**src/rtl/sprite_mover.sv**
```systemverilog
// Moves one SPR_W x SPR_H sprite a pixel per RATE tick; each move streams an erase then a redraw, one pixel/cycle.
// Plot outputs are registered; load is ignored while busy, and ticks outside WAIT are dropped.
module sprite_mover #(
  parameter int XW         = 8,
  parameter int YW         = 7,
  parameter int SCREEN_W   = 160,
  parameter int SCREEN_H   = 120,
  parameter int SPR_W      = 4,
  parameter int SPR_H      = 4,
  parameter int RATE       = 833333,
  parameter int BOUND_MODE = 0
) (
  input  logic          clk,
  input  logic          reset_n,
  input  logic          load,
  input  logic [XW-1:0] x_in,
  input  logic [YW-1:0] y_in,
  input  logic [2:0]    color_in,
  input  logic [3:0]    dir_in,
  input  logic          enable,
  output logic [XW-1:0] x_out,
  output logic [YW-1:0] y_out,
  output logic [2:0]    color_out,
  output logic          plot,
  output logic          busy,
  output logic [XW-1:0] pos_x,
  output logic [YW-1:0] pos_y,
  output logic          hit_edge
);
  localparam logic [XW-1:0] MAXX     = XW'(SCREEN_W - SPR_W);
  localparam logic [YW-1:0] MAXY     = YW'(SCREEN_H - SPR_H);
  localparam logic [XW-1:0] ONE_X    = XW'(1);
  localparam logic [YW-1:0] ONE_Y    = YW'(1);
  localparam int            CW       = $clog2(RATE);
  localparam logic [CW-1:0] CNT_LAST = CW'(RATE - 1);
  localparam logic [3:0]    LAST_CX  = 4'(SPR_W - 1);
  localparam logic [3:0]    LAST_CY  = 4'(SPR_H - 1);

  typedef enum logic [2:0] {S_IDLE, S_WAIT, S_ERASE, S_MOVE, S_DRAW} state_t;

  state_t        state;
  logic [CW-1:0] cnt;
  logic [3:0]    vel, step, eff, nvel;
  logic [2:0]    color;
  logic [XW-1:0] ex, lx, nx;
  logic [YW-1:0] ey, ly, ny;
  logic          reload, tick, moving, last_px, hit;
  logic [3:0]    cx, cy, ncx, ncy;

  always_comb begin
    tick    = (cnt == CNT_LAST);
    eff     = (BOUND_MODE == 2) ? vel : dir_in;
    moving  = (eff[0] ^ eff[3]) | (eff[1] ^ eff[2]);
    lx      = (x_in > MAXX) ? MAXX : x_in;
    ly      = (y_in > MAXY) ? MAXY : y_in;
    last_px = (cx == LAST_CX) && (cy == LAST_CY);
    if (cx == LAST_CX) begin
      ncx = 4'd0;
      ncy = cy + 4'd1;
    end else begin
      ncx = cx + 4'd1;
      ncy = cy;
    end
    // Step uses the direction captured at the tick; bits: {left, down, up, right}
    nx = pos_x; ny = pos_y; nvel = vel; hit = 1'b0;
    if (step[0] && !step[3]) begin
      if (pos_x == MAXX) begin
        hit = 1'b1;
        if (BOUND_MODE == 1) nx = '0;
        else if (BOUND_MODE == 2) begin nx = MAXX - ONE_X; nvel[0] = 1'b0; nvel[3] = 1'b1; end
      end else nx = pos_x + ONE_X;
    end else if (step[3] && !step[0]) begin
      if (pos_x == '0) begin
        hit = 1'b1;
        if (BOUND_MODE == 1) nx = MAXX;
        else if (BOUND_MODE == 2) begin nx = ONE_X; nvel[3] = 1'b0; nvel[0] = 1'b1; end
      end else nx = pos_x - ONE_X;
    end
    if (step[2] && !step[1]) begin
      if (pos_y == MAXY) begin
        hit = 1'b1;
        if (BOUND_MODE == 1) ny = '0;
        else if (BOUND_MODE == 2) begin ny = MAXY - ONE_Y; nvel[2] = 1'b0; nvel[1] = 1'b1; end
      end else ny = pos_y + ONE_Y;
    end else if (step[1] && !step[2]) begin
      if (pos_y == '0) begin
        hit = 1'b1;
        if (BOUND_MODE == 1) ny = MAXY;
        else if (BOUND_MODE == 2) begin ny = ONE_Y; nvel[1] = 1'b0; nvel[2] = 1'b1; end
      end else ny = pos_y - ONE_Y;
    end
  end

  always_ff @(posedge clk) begin
    if (!reset_n) begin
      state <= S_IDLE;   cnt <= '0;      vel <= '0;    step <= '0;
      color <= '0;       ex <= '0;       ey <= '0;     reload <= 1'b0;
      cx <= '0;          cy <= '0;       pos_x <= '0;  pos_y <= '0;
      x_out <= '0;       y_out <= '0;    color_out <= '0;
      plot <= 1'b0;      busy <= 1'b0;   hit_edge <= 1'b0;
    end else begin
      hit_edge <= 1'b0;
      cnt      <= tick ? '0 : cnt + CW'(1);
      case (state)
        S_IDLE: if (load) begin
          pos_x <= lx; pos_y <= ly; color <= color_in; vel <= dir_in;
          cx <= '0; cy <= '0; x_out <= lx; y_out <= ly; color_out <= color_in;
          plot <= 1'b1; busy <= 1'b1; state <= S_DRAW;
        end
        S_WAIT: if (load) begin
          // Old footprint is remembered in ex/ey so it can be erased after pos jumps
          ex <= pos_x; ey <= pos_y; pos_x <= lx; pos_y <= ly;
          color <= color_in; vel <= dir_in; reload <= 1'b1;
          cx <= '0; cy <= '0; x_out <= pos_x; y_out <= pos_y; color_out <= '0;
          plot <= 1'b1; busy <= 1'b1; state <= S_ERASE;
        end else if (tick && enable && moving) begin
          ex <= pos_x; ey <= pos_y; step <= eff; reload <= 1'b0;
          cx <= '0; cy <= '0; x_out <= pos_x; y_out <= pos_y; color_out <= '0;
          plot <= 1'b1; busy <= 1'b1; state <= S_ERASE;
        end
        S_ERASE: if (last_px) begin
          cx <= '0; cy <= '0;
          if (reload) begin
            x_out <= pos_x; y_out <= pos_y; color_out <= color; state <= S_DRAW;
          end else begin
            plot <= 1'b0; state <= S_MOVE;
          end
        end else begin
          cx <= ncx; cy <= ncy;
          x_out <= ex + XW'(ncx); y_out <= ey + YW'(ncy);
        end
        S_MOVE: begin
          pos_x <= nx; pos_y <= ny; vel <= nvel; hit_edge <= hit;
          x_out <= nx; y_out <= ny; color_out <= color;
          plot <= 1'b1; state <= S_DRAW;
        end
        S_DRAW: if (last_px) begin
          cx <= '0; cy <= '0; plot <= 1'b0; busy <= 1'b0; state <= S_WAIT;
        end else begin
          cx <= ncx; cy <= ncy;
          x_out <= pos_x + XW'(ncx); y_out <= pos_y + YW'(ncy);
        end
        default: state <= S_IDLE;
      endcase
    end
  end
endmodule
```
**config.mk**
```make
export PLATFORM = sky130hd
export DESIGN_NAME = sprite_mover
export DESIGN_NICKNAME = d
export VERILOG_FILES = /design/src/rtl/sprite_mover.sv
export SDC_FILE = /design/constraint.sdc
export NUM_CORES = 1
export LEC_CHECK = 0
export CAP_MARGIN = 10
export CORE_UTILIZATION = 30
export CTS_CLUSTER_DIAMETER = 60
export CTS_CLUSTER_SIZE = 28
export DETAILED_ROUTE_END_ITERATION = 7
export SETUP_SLACK_MARGIN = 0.3
export SLEW_MARGIN = 10
export SYNTH_ARGS = -nofsm -noshare
export SYNTH_HDL_FRONTEND = slang
export SYNTH_SLANG_ARGS = --single-unit
```
**constraint.sdc**
```tcl
create_clock -name clk -period 3.3 [get_ports clk]
set_input_delay 0.66 -clock clk [delete_from_list [all_inputs] [get_ports clk]]
set_output_delay 0.66 -clock clk [all_outputs]
set_load 0.005 [all_outputs]
```
==> impl_metrics.csv, run 1 <==
group,metric,value,unit
timing,final_period_minus_worst_setup_slack,2.85,ns
critical_path,timing.critical_path.fanout_max,4,
yosys,asyncSetResetFlopFracSynth,0,
global_routing,grt_pass1_vias,5830,
power_and_ir_drop,total_power,3.48,mW
finish,highest_count_cells_in_the_layout_ignoring_fill_and_taps,"nor2_1 (98), dfxtp_1 (90), clkdlybuf4s50_1 (61)",
drt,route.detailed.vias_per_inst,5.52,
critical_path,r2r-start,"cx[0]$_SDFFE_PN0P_",
yosys,syn_area_per_cell,7.88,sq um
critical_path,worst_setup_path_end_kind,"flop",
yosys,yosys_cell_types,83,
job,drv.max_cap_violation_count,0,
place,placement.io_buffers,61,
timing,timing_max_transition_violations_final,0,
min_path,worst_hold_path_type,"flop to flop",
yosys,number_of_flops_mapped_to_enable_cells_by_yosys,0,
place,gp_routability_congestion,0.879,
critical_path,worst-path-buf-inv,1,
finish,final-seq-area,0.00180,sq mm
timing,unrepaired_setup_endpoints_after_global_routing,"yes",
die,fp.dieArea,0.0215,sq mm
global_routing,maximum_number_of_pins_on_one_net_before_global_route_repair,26,
timing,report.final.setup_viol,0,
clocking,clock_insertion_delay_at_the_later_pin_of_the_skew_report,0.35,ns
critical_path,slowest_cp_cell,"fa_1",
finish,mostFrequentLayoutCell,"nor2_1",
finish,final.fill_count,2091,
finish,layout-area-overhead-vs-synth,19.9,%
die,core_footprint,0.0204,sq mm
die,die_height,147,um
timing,clock_skews,0.00874,ns
critical_path,crit_path_max_incr_delay,0.39,ns
yosys,post_synth_inst_count,796,
timing,final_hold_violations,0,
min_path,min_to,"color[1]$_SDFFE_PN0P_",
critical_path,worstRegToRegCells,12,
die,die_w,147,um
yosys,mappedNetlistNets,851,
critical_path,worst-r2r-setup-slack,0.45,ns
die,total_number_of_placement_rows,52,
critical_path,worstPathCellList,"ha_1, nor3b_4, xor2_1, ha_1, inv_1, fa_1, nand2b_1, a21boi_1, o21bai_1, xnor2_1, a22oi_1, a31oi_1",
die,ioPinCount,62,
die,floorplan.initialDensity,0.308,
drt,antenna_left,0,
clocking,cts_tree,"done",
critical_path,path_delay_family,"adder cells",
clocking,cts_hold_buffers,0,
yosys,synth_sequential_area_ratio,0.287,
status,outcome,"complete, no violations",
clocking,clock-sinks,90,
power_and_ir_drop,power.density_cell_area,463,mW/mm^2
drt,detail_route.drc_violations,0,
drt,drt-total-wl,20200,um
critical_path,regToRegEndpoint,"y_out[6]$_SDFFE_PN0P_",
critical_path,path_class,"flop to flop",
timing,totalNegativeSetupSlack,0,ns
clocking,cts_buffers,9,
global_routing,initial_antenna_violation_count,0,
place,detailedPlacementHpwl,15100,um
critical_path,critical_path.startpoint_type,"flop",
yosys,synth.ff_latch_count,90,
finish,drive_gt1_frac,0.0868,
timing,fmax,0.351,GHz
min_path,worstHoldStart,"color[1]$_SDFFE_PN0P_",
drt,detailroute.via_count,6194,
yosys,synth_top_flop_cell,"dfxtp_1",
yosys,post_synth_instance_area,0.00627,sq mm
critical_path,critical_path_arrival,3.08,ns
yosys,ys_warn_count,0,
clocking,cts.clk_slew.worst_paths,0.07,ns
drt,routed_wire_length_per_instance,18.0,um
clocking,root_buffer,"clkbuf_16",
global_routing,global_route_wire_length_before_repair,32100,um
global_routing,grt_usage,0.190,
timing,max_slew_margin,0.411,
clocking,cts.path.max_buffers,2,
min_path,hold-path-cell-count,2,
drt,drt-initial-drc-count,492,
critical_path,cp_common_cell,"ha_1",
power_and_ir_drop,peakVddDrop,0.287,mV
finish,multi_input_area,0.00410,sq mm
timing,share_of_the_clock_period_used_by_the_worst_path_after_layout,0.864,
critical_path,crit_required,3.53,ns
power_and_ir_drop,power.leakage,2.66,nW
global_routing,grt_remaining_overflow,0,
finish,insertedDiodeCount,0,
finish,final_net_count,903,
timing,tightestPinTransition,0.882,ns
clocking,cts-htree-levels,3,
drt,tritonroute_pass_1_iters,5,
[layer usage]
layer | routed length (um) | vias up | GRT usage
met5 | 0 | - | 0
met4 | 240 | 0 | 0.0510
met3 | 1450 | 17 | 0.0375
met2 | 9240 | 239 | 0.302
met1 | 9290 | 2942 | 0.261
li1 | - | 2996 | -
[Yosys cell counts, drive strengths merged (5+ instances only)]
cell type,n,share of area
buf,10,0.012
a221oi,10,0.014
nor3b,7,0.011
o22ai,7,0.0070
nand4,8,0.0080
and2,7,0.0070
dfxtp,90,0.29
nor2b,5,0.0050
mux2i,23,0.037
a211oi,21,0.025
xor2,23,0.032
clkbuf,41,0.029
nor2,98,0.059
or3,7,0.0070
o21ai,48,0.038
and3,11,0.011
a21oi,48,0.039
inv,39,0.023
nand2,51,0.031
nand3,34,0.027
xnor2,26,0.036
nand2b,18,0.018
ha,25,0.050
a31oi,10,0.010
o211ai,9,0.011
o21a,8,0.0096
nor4b,6,0.0084
nor3,18,0.014
[registers in the layout, indices dropped and copies added, names as in the netlist]
register   count
cy             4
y_out          7
color          3
pos_x          8
reload         1
cnt           20
state          3
plot           1
color_out      3
pos_y          7
ey             7
step           4
hit_edge       1
cx             4
ex             8
busy           1
x_out          8
[area by class of cell]
| cell class | instances | area share |
|---|---|---|
| Timing Repair Buffer | 92 | 0.112 |
| Tap cell | 270 | 0.0449 |
| Inverter | 39 | 0.0195 |
| Clock inverter | 6 | 0.00632 |
| Multi-Input combinational cell | 616 | 0.546 |
| Clock buffer | 10 | 0.0318 |
| Sequential cell | 90 | 0.240 |
[timing repair]
item / in CTS / in global routing
pin swaps: 0 / 1
setup buffers: 0 / 2
resized for setup: 1 / 7
endpoints found under the setup margin: 1 / 5
gates cloned: 0 / 0
[power breakdown]
group | switching, mW | internal, mW
combinational | 0.609 | 0.515
sequential | 0.159 | 1.19
clock | 0.468 | 0.538
[cells by family (layout without fill, tap and decap cells)]
| logic type | Yosys count | count (layout) | share of synthesized area |
|---|---|---|---|
| buf+inv | 90 | 147 | 0.0647 |
| simple gates | 296 | 296 | 0.243 |
| xor+xnor | 49 | 49 | 0.0684 |
| mux | 24 | 24 | 0.0385 |
| fa+ha+maj | 29 | 29 | 0.0627 |
| compound gates | 218 | 218 | 0.236 |
| flops | 90 | 90 | 0.287 |
[stage by stage]
stage | instance area, sq um | util | cells | worst slack (ns) | hold WS [ns]
after floorplan | 6270 | - | 796 | 0.545 | 0.426
after global placement | 7180 | 0.352 | 1105 | 0.417 | 0.442
after detailed placement | 7180 | 0.352 | 1105 | 0.313 | 0.448
after CTS | 7470 | 0.367 | 1121 | 0.358 | 0.457
after global routing | 7520 | 0.369 | 1123 | 0.244 | 0.479
final | 7520 | 0.369 | 1123 | 0.449 | 0.456
[worst max path at each step]
| stage | start | to | slack [ns] | cells after the start |
|---|---|---|---|---|
| 2_1_floorplan | cx[0]$_SDFFE_PN0P_ | y_out[6]$_SDFFE_PN0P_ | 0.55 | 12 |
| 3_3_place_gp | cx[0]$_SDFFE_PN0P_ | y_out[6]$_SDFFE_PN0P_ | 0.42 | 12 |
| 3_5_place_dp | cx[0]$_SDFFE_PN0P_ | y_out[6]$_SDFFE_PN0P_ | 0.31 | 12 |
| 4_1_cts | cx[0]$_SDFFE_PN0P_ | y_out[6]$_SDFFE_PN0P_ | 0.36 | 12 |
| 5_1_grt | cx[0]$_SDFFE_PN0P_ | x_out[4]$_SDFFE_PN0P_ | 0.24 | 13 |
| 6_report | cx[0]$_SDFFE_PN0P_ | y_out[6]$_SDFFE_PN0P_ | 0.45 | 12 |
[worst reg2reg max path, cell delays in order, from the launching register on]
cell and delay [ns]:
dfxtp_1 0.37, ha_1 0.20, nor3b_4 0.28, xor2_1 0.25, ha_1 0.24, inv_1 0.06, fa_1 0.39, nand2b_1 0.16
a21boi_1 0.26, o21bai_1 0.12, xnor2_1 0.13, a22oi_1 0.17, a31oi_1 0.11
No activity file was read; power rests on OpenSTA's default activity.
==> run 2, diff against run 1 <==
--- a/config.mk
+++ b/config.mk
@@ -7,6 +7,7 @@
 export LEC_CHECK = 0
 export CAP_MARGIN = 10
 export CORE_UTILIZATION = 30
+export CTS_BUF_LIST = sky130_fd_sc_hd__clkbuf_8 sky130_fd_sc_hd__clkbuf_16
 export CTS_CLUSTER_DIAMETER = 60
 export CTS_CLUSTER_SIZE = 28
 export DETAILED_ROUTE_END_ITERATION = 7
==> results of run 2 <==
Same layout as run 1: the final DEF is identical, and so are final timing and power.
==> run 3, diff against run 2 <==
--- a/config.mk
+++ b/config.mk
@@ -11,6 +11,7 @@
 export CTS_CLUSTER_DIAMETER = 60
 export CTS_CLUSTER_SIZE = 28
 export DETAILED_ROUTE_END_ITERATION = 7
+export HOLD_SLACK_MARGIN = 0.12
 export SETUP_SLACK_MARGIN = 0.3
 export SLEW_MARGIN = 10
 export SYNTH_ARGS = -nofsm -noshare
==> results of run 3 <==
Same layout as run 1: the final DEF is identical, and so are final timing and power.
